===== src/rtl/disp_pkg.sv =====
// Shared definitions for the display register bank and timing path:
// register offsets, bit positions and the register-space select value.
package disp_pkg;

    // Byte offsets of the registers inside the 4 KiB register window
    localparam logic [11:0] DISPADDR_OFS = 12'h000;
    localparam logic [11:0] DISPCTRL_OFS = 12'h004;
    localparam logic [11:0] DISPINT_OFS  = 12'h008;
    localparam logic [11:0] DISPFIFO_OFS = 12'h00C;
    localparam logic [11:0] FRAMECNT_OFS = 12'h010;

    // Value of addr[15:12] that selects this register space
    localparam logic [3:0] REG_SPACE_SEL = 4'h0;

    // Bit positions inside the registers
    localparam int DISPON_BIT   = 0;
    localparam int IRQ_EN_BIT   = 0;
    localparam int IRQ_ST_BIT   = 1;
    localparam int VBLANK_BIT   = 2;
    localparam int UNDER_ST_BIT = 0;
    localparam int OVER_ST_BIT  = 1;

    // Expand four byte enables into a 32-bit bit mask
    function automatic logic [31:0] byte_mask(input logic [3:0] be);
        logic [31:0] m;
        m = '0;
        for (int i = 0; i < 4; i++) begin
            m[i*8 +: 8] = {8{be[i]}};
        end
        return m;
    endfunction

endpackage


===== src/rtl/disp_vsync_sync.sv =====
// Brings the active-low display VSYNC into the ACLK domain and turns its
// falling edge into a registered single-cycle frame-boundary pulse.
// The chain resets to 1 so leaving reset with VSYNC high gives no edge.
module disp_vsync_sync #(
    parameter int SYNC_STAGES = 2
) (
    input  logic ACLK,
    input  logic ARST,
    input  logic vsync_n,
    output logic vblank,
    output logic frame_pulse
);

    logic [SYNC_STAGES-1:0] sync_q;
    logic                   last_q;
    logic                   pulse_q;
    logic                   fall;

    // Multi-flop synchroniser on the asynchronous VSYNC input
    always_ff @(posedge ACLK) begin
        if (ARST) begin
            sync_q <= '1;
        end else begin
            sync_q <= {sync_q[SYNC_STAGES-2:0], vsync_n};
        end
    end

    assign fall = last_q & ~sync_q[SYNC_STAGES-1];

    // Remember the previous synchronised level and register the falling-edge pulse
    always_ff @(posedge ACLK) begin
        if (ARST) begin
            last_q  <= 1'b1;
            pulse_q <= 1'b0;
        end else begin
            last_q  <= sync_q[SYNC_STAGES-1];
            pulse_q <= fall;
        end
    end

    assign vblank      = ~sync_q[SYNC_STAGES-1];
    assign frame_pulse = pulse_q;

endmodule


===== src/rtl/disp_regbank.sv =====
// Display register bank: double-buffered frame-buffer base, display enable,
// VSYNC interrupt, sticky FIFO error flags, frame counter and readback.
module disp_regbank
    import disp_pkg::*;
#(
    parameter int ADDR_W      = 29,
    parameter int ALIGN_LSB   = 0,
    parameter int SYNC_STAGES = 2,
    parameter int FCNT_W      = 16,
    parameter int DISPON_SYNC = 0
) (
    input  logic              ACLK,
    input  logic              ARST,
    input  logic              DSP_VSYNC_X,
    input  logic [15:0]       WRADDR,
    input  logic [3:0]        BYTEEN,
    input  logic              WREN,
    input  logic [31:0]       WDATA,
    input  logic [15:0]       RDADDR,
    input  logic              RDEN,
    output logic [31:0]       RDATA,
    output logic              DISPON,
    output logic [ADDR_W-1:0] DISPADDR,
    output logic              DSP_IRQ,
    input  logic              BUF_UNDER,
    input  logic              BUF_OVER
);

    localparam logic [ADDR_W-1:0] ALIGN_MASK = {ADDR_W{1'b1}} << ALIGN_LSB;

    localparam logic [9:0] IDX_DISPADDR = DISPADDR_OFS[11:2];
    localparam logic [9:0] IDX_DISPCTRL = DISPCTRL_OFS[11:2];
    localparam logic [9:0] IDX_DISPINT  = DISPINT_OFS[11:2];
    localparam logic [9:0] IDX_DISPFIFO = DISPFIFO_OFS[11:2];
    localparam logic [9:0] IDX_FRAMECNT = FRAMECNT_OFS[11:2];

    logic [ADDR_W-1:0] shadow_q;
    logic [ADDR_W-1:0] active_q;
    logic              dispon_wr_q;
    logic              dispon_act_q;
    logic              irq_en_q;
    logic              irq_st_q;
    logic              under_st_q;
    logic              over_st_q;
    logic [FCNT_W-1:0] frame_cnt_q;
    logic [31:0]       rdata_q;

    logic              vblank;
    logic              boundary;

    logic              wr_sel;
    logic              wr_dispaddr;
    logic              wr_dispctrl;
    logic              wr_dispint;
    logic              wr_dispfifo;
    logic [31:0]       wmask;
    logic [31:0]       shadow_ext;
    logic [31:0]       shadow_merge;
    logic [31:0]       fcnt_ext;
    logic [31:0]       rd_word;
    logic              irq_clr;
    logic              under_clr;
    logic              over_clr;
    logic              unused_addr_lsbs;

    disp_vsync_sync #(
        .SYNC_STAGES (SYNC_STAGES)
    ) u_vsync_sync (
        .ACLK        (ACLK),
        .ARST        (ARST),
        .vsync_n     (DSP_VSYNC_X),
        .vblank      (vblank),
        .frame_pulse (boundary)
    );

    assign unused_addr_lsbs = ^{WRADDR[1:0], RDADDR[1:0]};

    assign wr_sel      = WREN && (WRADDR[15:12] == REG_SPACE_SEL);
    assign wr_dispaddr = wr_sel && (WRADDR[11:2] == IDX_DISPADDR);
    assign wr_dispctrl = wr_sel && (WRADDR[11:2] == IDX_DISPCTRL);
    assign wr_dispint  = wr_sel && (WRADDR[11:2] == IDX_DISPINT);
    assign wr_dispfifo = wr_sel && (WRADDR[11:2] == IDX_DISPFIFO);
    assign wmask       = byte_mask(BYTEEN);

    assign irq_clr   = wr_dispint  && BYTEEN[0] && WDATA[IRQ_ST_BIT];
    assign under_clr = wr_dispfifo && BYTEEN[0] && WDATA[UNDER_ST_BIT];
    assign over_clr  = wr_dispfifo && BYTEEN[0] && WDATA[OVER_ST_BIT];

    // Widen the shadow and frame counter to bus width and merge byte-enabled write data
    always_comb begin
        shadow_ext                 = '0;
        shadow_ext[ADDR_W-1:0]     = shadow_q;
        fcnt_ext                   = '0;
        fcnt_ext[FCNT_W-1:0]       = frame_cnt_q;
        shadow_merge               = (shadow_ext & ~wmask) | (WDATA & wmask);
    end

    // Shadow and active frame-buffer base; active samples the pre-write shadow at the boundary
    always_ff @(posedge ACLK) begin
        if (ARST) begin
            shadow_q <= '0;
            active_q <= '0;
        end else begin
            if (wr_dispaddr) begin
                shadow_q <= shadow_merge[ADDR_W-1:0] & ALIGN_MASK;
            end
            if (boundary) begin
                active_q <= shadow_q;
            end
        end
    end

    // Display enable: written value plus a copy committed at the frame boundary
    always_ff @(posedge ACLK) begin
        if (ARST) begin
            dispon_wr_q  <= 1'b0;
            dispon_act_q <= 1'b0;
        end else begin
            if (wr_dispctrl && BYTEEN[0]) begin
                dispon_wr_q <= WDATA[DISPON_BIT];
            end
            if (boundary) begin
                dispon_act_q <= dispon_wr_q;
            end
        end
    end

    // Interrupt enable and status; a boundary in the clearing cycle keeps the status set
    always_ff @(posedge ACLK) begin
        if (ARST) begin
            irq_en_q <= 1'b0;
            irq_st_q <= 1'b0;
        end else begin
            if (wr_dispint && BYTEEN[0]) begin
                irq_en_q <= WDATA[IRQ_EN_BIT];
            end
            irq_st_q <= boundary | (irq_st_q & ~irq_clr);
        end
    end

    // Sticky FIFO error flags; an active input wins over a simultaneous clear
    always_ff @(posedge ACLK) begin
        if (ARST) begin
            under_st_q <= 1'b0;
            over_st_q  <= 1'b0;
        end else begin
            under_st_q <= BUF_UNDER | (under_st_q & ~under_clr);
            over_st_q  <= BUF_OVER  | (over_st_q  & ~over_clr);
        end
    end

    // Frame counter advances on each boundary while the display is enabled
    always_ff @(posedge ACLK) begin
        if (ARST) begin
            frame_cnt_q <= '0;
        end else if (boundary && DISPON) begin
            frame_cnt_q <= frame_cnt_q + FCNT_W'(1);
        end
    end

    // Readback multiplexer; anything outside the register window reads as zero
    always_comb begin
        rd_word = '0;
        if (RDADDR[15:12] == REG_SPACE_SEL) begin
            case (RDADDR[11:2])
                IDX_DISPADDR: rd_word = shadow_ext;
                IDX_DISPCTRL: rd_word[DISPON_BIT] = dispon_wr_q;
                IDX_DISPINT: begin
                    rd_word[IRQ_EN_BIT] = irq_en_q;
                    rd_word[IRQ_ST_BIT] = irq_st_q;
                    rd_word[VBLANK_BIT] = vblank;
                end
                IDX_DISPFIFO: begin
                    rd_word[UNDER_ST_BIT] = under_st_q;
                    rd_word[OVER_ST_BIT]  = over_st_q;
                end
                IDX_FRAMECNT: rd_word = fcnt_ext;
                default:      rd_word = '0;
            endcase
        end
    end

    // Registered read data, held between read strobes
    always_ff @(posedge ACLK) begin
        if (ARST) begin
            rdata_q <= '0;
        end else if (RDEN) begin
            rdata_q <= rd_word;
        end
    end

    assign RDATA    = rdata_q;
    assign DISPON   = (DISPON_SYNC != 0) ? dispon_act_q : dispon_wr_q;
    assign DISPADDR = active_q;
    assign DSP_IRQ  = irq_st_q & irq_en_q;

endmodule


===== config.mk =====
export PLATFORM = sky130hd
export DESIGN_NAME = disp_regbank
export DESIGN_NICKNAME = d
export VERILOG_FILES = /design/src/rtl/disp_pkg.sv /design/src/rtl/disp_vsync_sync.sv /design/src/rtl/disp_regbank.sv
export SDC_FILE = /design/constraint.sdc
export NUM_CORES = 1
export LEC_CHECK = 0
export CORE_MARGIN = 10
export CORE_UTILIZATION = 40
export DETAILED_ROUTE_END_ITERATION = 8
export PLACE_DENSITY_LB_ADDON = 0.3
export REMOVE_ABC_BUFFERS = 1
export SLEW_MARGIN = 0
export SYNTH_ARGS = -nofsm -noshare
export SYNTH_HDL_FRONTEND = slang
export SYNTH_SLANG_ARGS = --single-unit

===== constraint.sdc =====
create_clock -name ACLK -period 2.1 [get_ports ACLK]
set_clock_uncertainty 0.1 [all_clocks]
set_input_delay 0.42 -clock ACLK [delete_from_list [all_inputs] [get_ports ACLK]]
set_output_delay 0.42 -clock ACLK [all_outputs]
set_load 0.005 [all_outputs]

==> results of run 1 <==
power breakdown:
group          internal (W)  switching, W  total (W)
logic              0.000157      0.000115   0.000272
clock network      0.000679      0.000730    0.00141
registers           0.00213    0.00000395    0.00213
total               0.00296      0.000850    0.00381
synthesized netlist by cell type, types with 2 or more instances:
master      n
a21oi_1    35
a22o_1     13
and4_1      3
buf_1       4
buf_2       6
buf_4       5
buf_6       2
clkbuf_1   15
dfxtp_1   112
inv_1      10
mux2_2      2
mux2i_1    45
nand2_1    24
nand2b_1    3
nand3_1    37
nand4_1     7
nor2_1     50
nor2b_1     2
nor3_1      6
nor4_1      6
nor4b_1     2
o21ai_0    45
o22a_1      2
o31ai_1     3
or2_2       4
or3_1       2
xnor2_1     5
xor2_1      6
area by class of cell:
| class | count | area (sq um) | area share [%] |
|---|---|---|---|
| Clock buffer | 10 | 128 | 2.08 |
| Clock inverter | 6 | 92.6 | 1.51 |
| Inverter | 10 | 37.5 | 0.612 |
| Multi-Input combinational cell | 319 | 1990 | 32.4 |
| Sequential cell | 112 | 2240 | 36.6 |
| Tap cell | 140 | 175 | 2.85 |
| Timing Repair Buffer | 146 | 1470 | 24.0 |
cells by family (layout without fill, tap and decap cells):
family	Yosys count	count (layout)	share of synthesized area, %
other	1	3	0.0849
AOI/OAI and AO/OA	100	100	12.9
and+or+nand+nor	156	156	18.1
buffers and inverters	42	172	4.50
muxes	48	48	11.2
xor gates and xnor gates	11	11	2.18
DFF	112	112	50.7
adders and majority gates	1	1	0.283
how the worst max path moves through the flow:
| stage | to |
|---|---|
| after floorplan | frame_cnt_q[13] |
| after global placement | irq_en_q |
| after detailed placement | irq_en_q |
| after CTS | DISPON |
| after global routing | DISPON |
| final | DISPON |
per-layer routing:
layer  vias up  track usage (%)
li1       1911                -
met1      1856             19.2
met2       135             25.5
met3        14             6.63
met4         0             4.40
met5         -                0
stage by stage:
stage / power [W] / hold slack [ns] / TNS [ns] / setup slack [ns]
2_1_floorplan: 0.00223 / 0.289 / -2.89 / -0.474
3_3_place_gp: 0.00245 / 0.298 / -0.604 / -0.0552
3_5_place_dp: 0.00245 / 0.302 / -3.05 / -0.121
4_1_cts: 0.00385 / 0.323 / 0 / 0.0907
5_1_grt: 0.00396 / 0.335 / 0 / 0.0204
6_report: 0.00381 / 0.323 / 0 / 0.103
==> impl_metrics.yaml, run 1 <==
yosys:
  synth_area_leaders: "dfxtp_1 51%, mux2i_1 10%, o21ai_0 5.1%, nor2_1 4.2%, nand3_1 4.2%"
  ys_ff_latch: 112
  yosysUniqueCellTypes: 43
  ys_seq_area_share_pct: 50.7
  netlist_instances: 471
  synth-async-reset-ratio_pct: 0
  yosys.area.top_type: "dfxtp_1"
  synthFlopType: "dfxtp_1"
  synthDominantCellAreaShare_pct: 50.7
  yosys_warnings: 0
  synth_area_sq_mm: 0.00442
  syn_avg_cell_area_sq_um: 9.38
  synth_edf_count: 0
run_status:
  run_status: "completed"
clock_tree:
  cts_setup_buffers: 0
  clock_path_buffers: 2
  path_clk_slew_ns: 0.10
  clock_latency_ns: 0.37
  cts.htree.levels: 3
  hold_buffers: 0
  cts_tree: "built"
  cts.sinks: 112
  cts_inserted_buffers: 9
  cts-resized-gates: 0
  cts_root_buffer: "clkbuf_8"
grt:
  grt_max_degree: 87
  grt_usage_pct: 15.9
  grt_pass1_wl_mm: 21.1
  antenna_found_initial: 0
  grt_pass1_vias: 4030
  overflow: 0
floorplanning:
  core_area_sq_mm: 0.0108
  rows: 38
  die_x_microns: 125
  die_h_microns: 125
  initial_core_util_pct: 40.8
  ios: 138
  die_area_sq_mm: 0.0157
drt:
  highest_layer: "met4"
  drt_wl_total_mm: 12.5
  postRouteAntennaNets: 0
  wl_met2_mm: 5.84
  vias: 3916
  detail_route.iter0.violations: 281
  first_pass_iters: 4
  routedWlPerCell_microns: 16.9
  met1Wirelength_mm: 5.37
  via_per_inst: 5.27
  wl_met3_mm: 1.11
  drc: 0
critical_path:
  startpoint_type: "register"
  timing.rr.end: "frame_cnt_q[14]"
  crit_buf_inv: 1
  slowest_delay_ns: 0.58
  cp_data_required_time_ns: 1.58
  cp_slowest_cell: "clkdlybuf4s50_1"
  rrSetupSlack_ns: 0.36
  cp-startpoint: "DISPON"
  end_kind: "output pin"
  path_cells: "clkdlybuf4s50_1"
  worstPathMaxFanout: 8
  cp_top_family: "buffers and inverters"
  cp.depth: 1
  critical_path_class: "reg -> out"
  crit_arrival_ns: 1.48
  worstRegToRegCells: 4
  reg2reg_from: "frame_cnt_q[3]"
hold_path:
  min_path_cells: 2
  holdPathEnd: "u_vsync_sync.frame_pulse"
  hold_start: "u_vsync_sync.last_q"
  hold_path_class: "reg -> reg"
layout:
  final_common_cell: "clkdlybuf4s50_1"
  syn_to_final_growth_pct: 38.8
  nFillCells: 1009
  layout_common_cells: "126 x clkdlybuf4s50_1, 111 x dfxtp_1, 49 x nor2_1"
  layout-drive-gt1-share_pct: 8.29
  layout.nets: 674
  antenna_cells: 0
  post-route-util_pct: 56.6
  fin_cells: 743
  design_area_sq_mm: 0.00614
timing:
  fmax_mhz: 501
  finalMaxSlewViolations: 0
  period_share_pct: 95.1
  maxSlewHeadroom_pct: 63.6
  rsz0062_at_grt: "no"
  layout_min_cycle_time_ns: 2.00
  hold_viol: 0
  setup_viol: 0
  worst_pin_slew_ns: 0.546
placed_design:
  gp_congestion: 0.780
  place_area_sq_mm: 0.00592
  dp_cells: 727
  io_buffers: 127
  dp_hpwl_mm: 9.06
pwr:
  ir_worst_vdd_v: 0.000600
  leakage_nw: 2.12
  power_density_mw_per_mm2: 622
run:
  cap_violations: 0
(Power assumes the default switching activity.)
==> run 2, diff against run 1 <==
Settings changed: MAX_ROUTING_LAYER set to met4.
==> impl_metrics.yaml, run 2 (same netlist as run 1, synthesis figures left out) <==
drt:
  postRouteAntennaNets: 0
  routedWlPerCell_microns: 16.9
  vias: 3864
  drt_wl_total_mm: 12.6
  drc: 0
  detail_route.iter0.violations: 292
  first_pass_iters: 4
  via_per_inst: 5.20
floorplanning:
  ios: 138
  rows: 38
  die_h_microns: 125
  die_x_microns: 125
  core_area_sq_mm: 0.0108
  die_area_sq_mm: 0.0157
  initial_core_util_pct: 40.8
timing:
  fmax_mhz: 500
  rsz0062_at_grt: "no"
  hold_viol: 0
  finalMaxSlewViolations: 0
  maxSlewHeadroom_pct: 63.9
  setup_viol: 0
  layout_min_cycle_time_ns: 2.00
  worst_pin_slew_ns: 0.541
  period_share_pct: 95.3
layout:
  antenna_cells: 0
  nFillCells: 1009
  final_common_cell: "clkdlybuf4s50_1"
  design_area_sq_mm: 0.00614
  layout-drive-gt1-share_pct: 8.29
  layout.nets: 674
  syn_to_final_growth_pct: 38.8
  layout_common_cells: "126 x clkdlybuf4s50_1, 111 x dfxtp_1, 49 x nor2_1"
  post-route-util_pct: 56.6
run_status:
  run_status: "completed"
clock_tree:
  clock_latency_ns: 0.36
  cts-resized-gates: 0
  cts_setup_buffers: 0
  cts.htree.levels: 3
  cts.sinks: 112
  hold_buffers: 0
  cts_inserted_buffers: 9
  cts_root_buffer: "clkbuf_8"
  path_clk_slew_ns: 0.10
  clock_path_buffers: 2
  cts_tree: "built"
critical_path:
  slowest_delay_ns: 0.59
  path_cells: "clkdlybuf4s50_1"
  startpoint_type: "register"
  cp_top_family: "buffers and inverters"
  end_kind: "output pin"
  crit_arrival_ns: 1.48
  crit_buf_inv: 1
  critical_path_class: "reg -> out"
  cp_data_required_time_ns: 1.58
  worstPathMaxFanout: 8
  cp_slowest_cell: "clkdlybuf4s50_1"
grt:
  overflow: 0
  grt_max_degree: 87
  antenna_found_initial: 0
  grt_usage_pct: 16.4
  grt_pass1_vias: 4037
  grt_pass1_wl_mm: 21.1
run:
  cap_violations: 0
pwr:
  ir_worst_vdd_v: 0.000601
  leakage_nw: 2.12
  power_density_mw_per_mm2: 621
placed_design:
  dp_hpwl_mm: 9.06
  io_buffers: 127
  gp_congestion: 0.790
  place_area_sq_mm: 0.00592
hold_path:
  hold_path_class: "reg -> reg"
==> run 2: cell counts in the layout (fill, tap and decap cells not counted) <==
No cell type changed its count.
==> run 2: stage by stage <==
stage | TNS (ns) | power (W) | hold WS (ns) | worst slack [ns] | instances
2_1_floorplan | -2.89 | 0.00223 | 0.289 | -0.474 | 441
3_3_place_gp | -0.604 | 0.00245 | 0.298 | -0.0552 | 727
3_5_place_dp | -3.05 | 0.00245 | 0.302 | -0.121 | 727
4_1_cts | 0 | 0.00385 | 0.323 | 0.0907 | 743
5_1_grt | 0 | 0.00396 | 0.333 | 0.0269 | 743
6_report | 0 | 0.00381 | 0.321 | 0.0990 | 743
==> run 2: cell type report <==
class / count / area, sq um / share of cell area, %
flip-flops and latches: 112 / 2240 / 36.6
repair buffers: 146 / 1470 / 24.0
multi-input cells: 319 / 1990 / 32.4
inverters: 10 / 37.5 / 0.612
clock buffers: 10 / 128 / 2.08
well taps: 140 / 175 / 2.85
clock inverters: 6 / 92.6 / 1.51
==> run 2: final timing paths <==
| check | startpoint | to | slack, ns | cells after the start |
|---|---|---|---|---|
| worst max-delay path | DISPON | DISPON | 0.1 | 1 |
| worst min-delay path | u_vsync_sync.last_q | u_vsync_sync.frame_pulse | 0.32 | 2 |
| worst max register to register | DISPON | frame_cnt_q[13] | 0.35 | 4 |
| worst min register to register | u_vsync_sync.last_q | u_vsync_sync.frame_pulse | 0.32 | 2 |
==> run 2: per-layer routing <==
metal	share of wire (%)	vias to the layer above	track usage [%]
met5	0	-	-
met4	1.7	0	4.40
met3	7.6	18	5.83
met2	46	122	25.4
met1	45	1816	19.7
li1	-	1908	-
==> run 2: power breakdown <==
| group | internal [W] | leakage, nW | switching (W) |
|---|---|---|---|
| clock | 0.000679 | 0.103 | 0.000726 |
| sequential | 0.00213 | 0.903 | 0.00000391 |
| combinational | 0.000157 | 1.12 | 0.000115 |
==> run 3, diff against run 2 <==
Clock period 2.1 ns to 1.9 ns, I/O delays scaled along.
==> impl_metrics.yaml, run 3 (same netlist as run 1, synthesis figures left out) <==
run_status:
  run_status: "completed"
timing:
  timing.hold.ws_ns: 0.308
  fmax_mhz: 561
  maxSlewHeadroom_pct: 61.7
  finalSetupTns_ns: 0
  layout_min_cycle_time_ns: 1.78
  postLayoutSetupSlackWorst_ns: 0.118
  setup_viol: 0
  period_share_pct: 93.8
  worst_pin_slew_ns: 0.575
  hold_viol: 0
  finalMaxSlewViolations: 0
  rsz0062_at_grt: "yes"
drt:
  via_per_inst: 5.16
  routedWlPerCell_microns: 16.7
  vias: 3879
  drt_wl_total_mm: 12.5
  detail_route.iter0.violations: 265
  first_pass_iters: 4
  postRouteAntennaNets: 0
  drc: 0
layout:
  antenna_cells: 0
  layout_common_cells: "123 x clkdlybuf4s50_1, 109 x dfxtp_1, 49 x nor2_1"
  final_common_cell: "clkdlybuf4s50_1"
  syn_to_final_growth_pct: 40.4
  layout-drive-gt1-share_pct: 10.1
  layout.nets: 683
floorplanning:
  core_area_sq_mm: 0.0108
  die_x_microns: 125
  die_area_sq_mm: 0.0157
  rows: 38
  ios: 138
  die_h_microns: 125
  initial_core_util_pct: 40.8
placed_design:
  dpl_worst_slack_ns: -0.254
  gp_congestion: 0.801
  dp_hpwl_mm: 9.09
  io_buffers: 127
critical_path:
  slowest_delay_ns: 0.43
  crit_buf_inv: 2
  cp_data_required_time_ns: 2.09
  cp_top_family: "simple AND/OR/NAND/NOR gates"
  cp_slowest_cell: "clkdlybuf4s50_1"
  end_kind: "register"
  critical_path_class: "in -> reg"
  crit_arrival_ns: 1.97
  worstPathMaxFanout: 29
  startpoint_type: "input port"
  path_cells: "clkdlybuf4s50_1, nor4_1, and4_1, buf_12, nand3_1, a21oi_1"
clock_tree:
  cts_root_buffer: "clkbuf_8"
  cts.htree.levels: 3
  clock_path_buffers: 2
  cts_setup_buffers: 0
  cts.sinks: 112
  path_clk_slew_ns: 0.10
  cts_tree: "built"
  cts_inserted_buffers: 9
  clock_latency_ns: 0.37
pwr:
  leakage_nw: 2.21
  power_density_mw_per_mm2: 670
  ir_worst_vdd_v: 0.000350
  power_w: 0.00416
grt:
  grt_pass1_wl_mm: 20.1
  antenna_found_initial: 0
  overflow: 0
  grt_pass1_vias: 3972
  grt_usage_pct: 15.6
  grt_max_degree: 55
hold_path:
  hold_path_class: "reg -> reg"
run:
  cap_violations: 0
run 3: changes by cell type in the layout (fill, tap and decap cells not counted), sizes merged:
cell	before	now
buf	20	29
bufinv	2	1
dlymetal6s2s	0	3
clkinv	1	0
inv	11	13
clkdlybuf4s50	126	123
run 3: cell type report:
class                      instances  area (sq um)
inverter                          10          37.5
multi-input combinational        319          1990
clock inverter                     6          73.8
sequential                       112          2250
tap                              140           175
fill                            1003          4640
timing repair buffer             155          1550
clock buffer                      10           138
run 3: worst paths after layout:
| path | slack (ns) | from | cells past startpoint | endpoint |
|---|---|---|---|---|
| setup / recovery | 0.12 | WRADDR[3] | 6 | register |
| hold / removal | 0.31 | u_vsync_sync.last_q | 2 | u_vsync_sync.frame_pulse |
| setup reg to reg | 0.16 | frame_cnt_q[3] | 4 | frame_cnt_q[15] |
| hold reg to reg | 0.31 | u_vsync_sync.last_q | 2 | u_vsync_sync.frame_pulse |
run 3: repair_timing:
| action | in CTS | in global routing |
|---|---|---|
| setup endpoints to repair | 0 | 3 |
| resized for setup | 0 | 5 |
| hold buffers | 0 | 0 |
run 3: where the power goes:
part	switching, W	internal (W)	leakage [nW]
Combinational	0.000126	0.000175	1.20
Clock	0.000833	0.000665	0.101
Sequential	0.00000497	0.00235	0.904
Total	0.000964	0.00319	2.21
run 3: per-layer routing:
layer	GRT usage [%]	part of all wire, %	up-vias
li1	-	-	1930
met1	18.9	47	1824
met2	24.6	46	113
met3	4.18	6.0	12
met4	5.28	1.3	0
met5	-	0	-
run 3: worst register-to-register path, delay by kind of cell (launching register included):
family	cells	cell delay (ns)
flip-flops	1	0.47
multiplexers	1	0.29
AND/OR/NAND/NOR	3	0.79
run 3: through the flow:
| stage | area [sq um] | utilization [%] | instances |
|---|---|---|---|
| 2_1_floorplan | 4270 | - | 441 |
| 3_3_place_gp | 5980 | 55.2 | 736 |
| 3_5_place_dp | 5980 | 55.2 | 736 |
| 4_1_cts | 6190 | 57.1 | 752 |
| 5_1_grt | 6200 | 57.2 | 752 |
| 6_report | 6200 | 57.2 | 752 |
